### src/rtl/fifo_wr_arbiter_if.sv
// Producer/FIFO-side bus of the write-port arbiter.
// The master modport is the arbiter's view; the slave modport is the view of the producers and the FIFO.
interface fifo_wr_arbiter_if #(
   parameter int NUM_REQ    = 4,
   parameter int DATA_WIDTH = 8,
   parameter int IDX_W      = 2
);
   logic [NUM_REQ-1:0]            req;
   logic [NUM_REQ*DATA_WIDTH-1:0] req_data;
   logic [NUM_REQ-1:0]            ack;
   logic                          fifo_full;
   logic                          fifo_wr_en;
   logic [DATA_WIDTH-1:0]         fifo_data;
   logic [IDX_W-1:0]              grant_idx;
   logic                          busy;

   modport master (
      input  req, req_data, fifo_full,
      output ack, fifo_wr_en, fifo_data, grant_idx, busy
   );

   modport slave (
      output req, req_data, fifo_full,
      input  ack, fifo_wr_en, fifo_data, grant_idx, busy
   );
endinterface

### src/rtl/fifo_wr_arbiter.sv
// Round-robin arbiter sharing one FIFO write port among NUM_REQ producers.
// Each grant lasts for a burst of up to MAX_BURST words.
module fifo_wr_arbiter #(
   parameter int NUM_REQ    = 4,
   parameter int DATA_WIDTH = 8,
   parameter int IDX_W      = 2,
   parameter int MAX_BURST  = 4,
   parameter int BURST_W    = 3
) (
   input  logic               clk,
   input  logic               rst,
   fifo_wr_arbiter_if.master  bus
);
   typedef enum logic {IDLE, GRANT} state_t;

   state_t                state, state_nxt;
   logic [IDX_W-1:0]      owner, owner_nxt, rr_ptr, rr_ptr_nxt;
   logic [IDX_W-1:0]      sel_idx, owner_inc;
   logic [BURST_W-1:0]    burst_cnt, burst_cnt_nxt;
   logic                  sel_vld, owner_req, accept;
   logic [DATA_WIDTH-1:0] owner_data;
   int                    cand;

   // Cyclic scan starting at rr_ptr; explicit wrap keeps non-power-of-two NUM_REQ correct.
   always_comb begin
      sel_vld = 1'b0;
      sel_idx = '0;
      cand    = 0;
      for (int i = 0; i < NUM_REQ; i++) begin
         cand = int'(rr_ptr) + i;
         if (cand >= NUM_REQ) cand = cand - NUM_REQ;
         if (!sel_vld && bus.req[IDX_W'(cand)]) begin
            sel_vld = 1'b1;
            sel_idx = IDX_W'(cand);
         end
      end
   end

   always_comb begin
      owner_req  = 1'b0;
      owner_data = '0;
      for (int i = 0; i < NUM_REQ; i++) begin
         if (owner == IDX_W'(i)) begin
            owner_req  = bus.req[i];
            owner_data = bus.req_data[i*DATA_WIDTH +: DATA_WIDTH];
         end
      end
   end

   assign owner_inc = (owner == IDX_W'(NUM_REQ-1)) ? '0 : owner + 1'b1;

   // Reset cycle suppresses the write so an interrupted burst never leaks a word.
   assign accept = (state == GRANT) && owner_req && !bus.fifo_full && !rst;

   always_ff @(posedge clk) begin
      if (rst) begin
         state     <= IDLE;
         owner     <= '0;
         rr_ptr    <= '0;
         burst_cnt <= '0;
      end else begin
         state     <= state_nxt;
         owner     <= owner_nxt;
         rr_ptr    <= rr_ptr_nxt;
         burst_cnt <= burst_cnt_nxt;
      end
   end

   always_comb begin
      state_nxt     = state;
      owner_nxt     = owner;
      rr_ptr_nxt    = rr_ptr;
      burst_cnt_nxt = burst_cnt;
      case (state)
         IDLE: begin
            if (sel_vld) begin
               owner_nxt     = sel_idx;
               burst_cnt_nxt = '0;
               state_nxt     = GRANT;
            end
         end
         GRANT: begin
            if (!owner_req) begin
               state_nxt  = IDLE;
               rr_ptr_nxt = owner_inc;
            end else if (accept) begin
               if (burst_cnt == BURST_W'(MAX_BURST-1)) begin
                  state_nxt  = IDLE;
                  rr_ptr_nxt = owner_inc;
               end else begin
                  burst_cnt_nxt = burst_cnt + 1'b1;
               end
            end
            // full with req held: stall, everything holds
         end
         default: state_nxt = IDLE;
      endcase
   end

   always_comb begin
      bus.ack = '0;
      for (int i = 0; i < NUM_REQ; i++)
         bus.ack[i] = accept && (owner == IDX_W'(i));
   end

   assign bus.fifo_wr_en = accept;
   assign bus.fifo_data  = accept ? owner_data : '0;
   assign bus.grant_idx  = rst ? '0 : owner;
   assign bus.busy       = (state == GRANT) && !rst;
endmodule

### src/flat_wrapper.sv
// flat-port wrapper written by rule: the top's interface ports become plain ports
module fifo_wr_arbiter_flat 
#(
   parameter int NUM_REQ    = 4,
   parameter int DATA_WIDTH = 8,
   parameter int IDX_W      = 2,
   parameter int MAX_BURST  = 4,
   parameter int BURST_W    = 3
)
  (clk, rst, bus_req, bus_req_data, bus_fifo_full, bus_ack, bus_fifo_wr_en, bus_fifo_data, bus_grant_idx, bus_busy);
  fifo_wr_arbiter_if #(.NUM_REQ(NUM_REQ), .DATA_WIDTH(DATA_WIDTH), .IDX_W(IDX_W)) bus_i ();
  input  logic clk;
  input  logic rst;
  input wire logic [$bits(bus_i.req)-1:0] bus_req;
  input wire logic [$bits(bus_i.req_data)-1:0] bus_req_data;
  input wire logic [$bits(bus_i.fifo_full)-1:0] bus_fifo_full;
  output wire logic [$bits(bus_i.ack)-1:0] bus_ack;
  output wire logic [$bits(bus_i.fifo_wr_en)-1:0] bus_fifo_wr_en;
  output wire logic [$bits(bus_i.fifo_data)-1:0] bus_fifo_data;
  output wire logic [$bits(bus_i.grant_idx)-1:0] bus_grant_idx;
  output wire logic [$bits(bus_i.busy)-1:0] bus_busy;
  assign bus_i.req = bus_req;
  assign bus_i.req_data = bus_req_data;
  assign bus_i.fifo_full = bus_fifo_full;
  assign bus_ack = bus_i.ack;
  assign bus_fifo_wr_en = bus_i.fifo_wr_en;
  assign bus_fifo_data = bus_i.fifo_data;
  assign bus_grant_idx = bus_i.grant_idx;
  assign bus_busy = bus_i.busy;
  fifo_wr_arbiter #(.NUM_REQ(NUM_REQ), .DATA_WIDTH(DATA_WIDTH), .IDX_W(IDX_W), .MAX_BURST(MAX_BURST), .BURST_W(BURST_W)) u_core (.clk(clk), .rst(rst), .bus(bus_i));
endmodule
### config.mk
export PLATFORM = sky130hd
export DESIGN_NAME = fifo_wr_arbiter_flat
export DESIGN_NICKNAME = d
export VERILOG_FILES = /design/src/rtl/fifo_wr_arbiter_if.sv /design/src/rtl/fifo_wr_arbiter.sv /design/src/flat_wrapper.sv
export SDC_FILE = /design/constraint.sdc
export NUM_CORES = 1
export LEC_CHECK = 0
export CAP_MARGIN = 20
export CELL_PAD_IN_SITES_DETAIL_PLACEMENT = 1
export CELL_PAD_IN_SITES_GLOBAL_PLACEMENT = 2
export CORE_ASPECT_RATIO = 1.75
export CORE_UTILIZATION = 21
export DETAILED_ROUTE_END_ITERATION = 10
export GPL_TIMING_DRIVEN = 0
export PLACE_DENSITY_LB_ADDON = 0.12
export RECOVER_POWER = 25
export SYNTH_ARGS = -nofsm -noshare
export SYNTH_HDL_FRONTEND = slang
export SYNTH_SLANG_ARGS = --single-unit
### constraint.sdc
create_clock -name clk -period 4.7 [get_ports clk]
set_clock_uncertainty 0.15 [all_clocks]
set_input_delay 1.175 -clock clk [delete_from_list [all_inputs] [get_ports clk]]
set_output_delay 1.175 -clock clk [all_outputs]
set_load 0.02 [all_outputs]
==> key figures <==
Route
  • Drt wl/cell: about 15 µm
  • DR vias: 1,218
  • DRT Pass-1 Iters: 2
  • DRC: 0
  • Drt total wl: between 3 and 4 mm
  • DR iter-0 viols: 4
  • Via density: about 4.9
  • Antenna Nets Post-Route: 0

Setup path
  • Reg2reg setup slack: 2.21 ns
  • CP Max Fanout: 7
  • Data required, critical path: about 3.4 ns
  • CP Capture Type: output pin
  • Worst setup SP type: primary input
  • Kind of critical path: primary input to output pin
  • CP Data Arrival Time: 3.21 ns

Outcome
  • Outcome: complete, no violations

Clock tree
  • Cts hold-fix bufs: 0
  • Clock tree buffer depth: 2
  • Number of CTS-inserted buffers: 3
  • Clock Pin Slew Worst Setup and Hold Paths: 0.04 ns
  • Clock Sinks: 8
  • H-tree depth: 1
  • Clock root buffer: clkbuf_8
  • CTS tree: built
  • Worst-skew pair later-pin latency: 0.23 ns

Cells and area
  • Antenna cells: 0
  • Final #Nets: between 200 and 250
  • Layout Cells excl Fill: 251
  • Most common cell after layout, fill and taps aside: clkdlybuf4s50_1
  • Commonest non-fill, non-tap cells in the layout: clkdlybuf4s50_1, a21oi_1, inv_1
  • # fillers: 584
  • Layout area overhead: 64.44%
  • Ratio of cells with drive above 1 in the final layout: 6.030%

Power
  • VDD IR max: approximately 0.17 mV
  • Leakage: between 0.8 and 0.9 nW
  • Power Density: around 230 nW/µm²

Floorplan
  • Core Area: about 4700 µm²
  • Initial Util: 21.72%
  • IO Count: between 50 and 60
  • Die Width: 54.52 µm
  • Die Area: 5119 µm²
  • Rows: 33
  • Die H: 93.90 µm

Synthesis
  • Post-Syn Nets: 187
  • Largest area contributor in the netlist: dfxtp_1
  • Yosys warning count: 0
  • Synth Cell Area: 1013 µm²
  • Netlist cell types: 39
  • Post-Syn Instances: 142
  • Top-area cell type share of the netlist area: 15.80%
  • FF+latch count, synth: 8
  • Avg Inst Size Synth: a little over 7 µm²
  • Synth top area cells: dfxtp_1, a21oi_1, ha_1
  • Sequential area share after synthesis: 15.80%

STA
  • PnR worst setup slack: around 0.16 ns
  • Worst slew pin tran: 0.5552 ns
  • Tcrit/Tclk final: a little over nine tenths
  • Highest clock rate: 220.3 MHz
  • Max-slew violations: 0
  • Final setup fails: 0
  • Final Hold Fails: 0
  • RSZ-0062 raised after global routing: false
  • Slew headroom: between 60 and 70%
  • Final Critical Period: about 4.5 ns

Global route
  • First-pass GRT wire length: 5.651 mm
  • Vias in the first global route: between 1,000 and 1,500
  • Antenna violations before repair: 0
  • Grt total ovfl: 0
  • Gr usage total: ~15%
  • Largest net degree at the start of global routing: 11

Placed design
  • Port-buffer cells: 53
  • Inst Count DP: 247
  • Setup Slack @ Placement: -0.1081 ns
  • RePlAce Congestion: between 0.7 and 0.8
  • Dpl hpwl: approximately 3.1 mm

Job
  • Max Cap Viol: 0

Worst hold path
  • Worst hold path class: flip-flop to flip-flop
-- stage by stage --
stage               utilization, %  hold slack [ns]  TNS, ns  instance area (µm²)  total power, W
floorplan                        -           0.2941        0                 1013       0.0002218
global placement             34.49           0.3091  -0.6238                 1609       0.0003010
detailed placement           34.49           0.3214  -0.7929                 1609       0.0003068
CTS                          35.61           0.3283        0                 1662       0.0003969
global route                 35.72           0.3759        0                 1667       0.0004128
finish                       35.72           0.3208        0                 1667       0.0003838
-- cell families (layout without fill, tap and decap cells) --
logic type / after synthesis / after routing / synth area share, %
multiplexers: 6 / 6 / 6.543
buffers and inverters: 24 / 81 / 10.25
AND/OR/NAND/NOR: 49 / 49 / 30.25
AO/OA/AOI/OAI: 49 / 49 / 29.76
adder cells (fa/ha/maj): 6 / 6 / 7.407
flip-flops: 8 / 8 / 15.80
-- critical path: stages --
cell             delay (ns)
clkdlybuf4s50_1        0.53
a2111o_1               0.46
nor3_4                 0.24
nor2b_1                0.17
clkdlybuf4s50_1        0.63
-- worst paths after layout --
path                                     startpoint                   to  cells after the start
worst min register to register  u_core.burst_cnt[0]  u_core.burst_cnt[0]                      1
worst max register to register      u_core.owner[0]  u_core.burst_cnt[1]                      6
worst min-delay path            u_core.burst_cnt[0]  u_core.burst_cnt[0]                      1
worst max-delay path                            rst     bus_fifo_data[7]                      5
-- where the power goes --
part,internal (W),switching [W]
Sequential,0.0000768,0.0000108
Combinational,0.000105,0.000108
Clock,0.0000555,0.0000277
Total,0.000238,0.000146
-- synth_stat cells (all sizes together) --
| master | count |
|---|---|
| nor3 | 3 |
| or2 | 1 |
| o32ai | 2 |
| inv | 13 |
| mux2i | 4 |
| and2b | 5 |
| nor2 | 6 |
| and2 | 4 |
| nor4b | 2 |
| o21ai | 11 |
| a221oi | 1 |
| a21boi | 1 |
| o21a | 1 |
| clkinv | 1 |
| nor2b | 8 |
| a31oi | 1 |
| nor3b | 2 |
| and3b | 1 |
| dfxtp | 8 |
| clkbuf | 4 |
| nand2b | 2 |
| a2111o | 1 |
| a22oi | 8 |
| o41a | 1 |
| mux2 | 2 |
| nand2 | 12 |
| ha | 6 |
| buf | 6 |
| o221ai | 1 |
| nand3b | 1 |
| a21oi | 20 |
| or3 | 2 |
| a21o | 1 |
-- flip-flops by register name, summed over array words and instances (netlist names) --
signal / flops
u_core.owner: 2
u_core.state: 1
u_core.rr_ptr: 2
u_core.burst_cnt: 3
-- metal layers --
layer / part of all wire [%] / up-vias / wire length, µm / track usage, %
met5: 0 / - / 0 / 0
met1: 37 / 554 / 1387 / 13.74
met4: 1.2 / 0 / 47 / 5.342
met3: 6.3 / 6 / 239 / 1.618
li1: - / 611 / - / -
met2: 56 / 47 / 2112 / 30.18
-- cell type report --
type / instances / area (µm²) / area share (%)
Tap cell: 52 / 65.06 / 3.904
Buffer: 10 / 51.30 / 3.078
Inverter: 14 / 52.55 / 3.153
Multi-Input combinational cell: 110 / 744.5 / 44.67
Timing Repair Buffer: 54 / 551.8 / 33.11
Clock buffer: 3 / 41.29 / 2.477
Sequential cell: 8 / 160.2 / 9.610
-- timing repair --
item,4_1_cts,5_1_grt
endpoints found under the setup margin,9,8
pin swaps,2,0
resized for setup,3,8
setup buffers,1,0
Power figures use the tool's default switching activity.
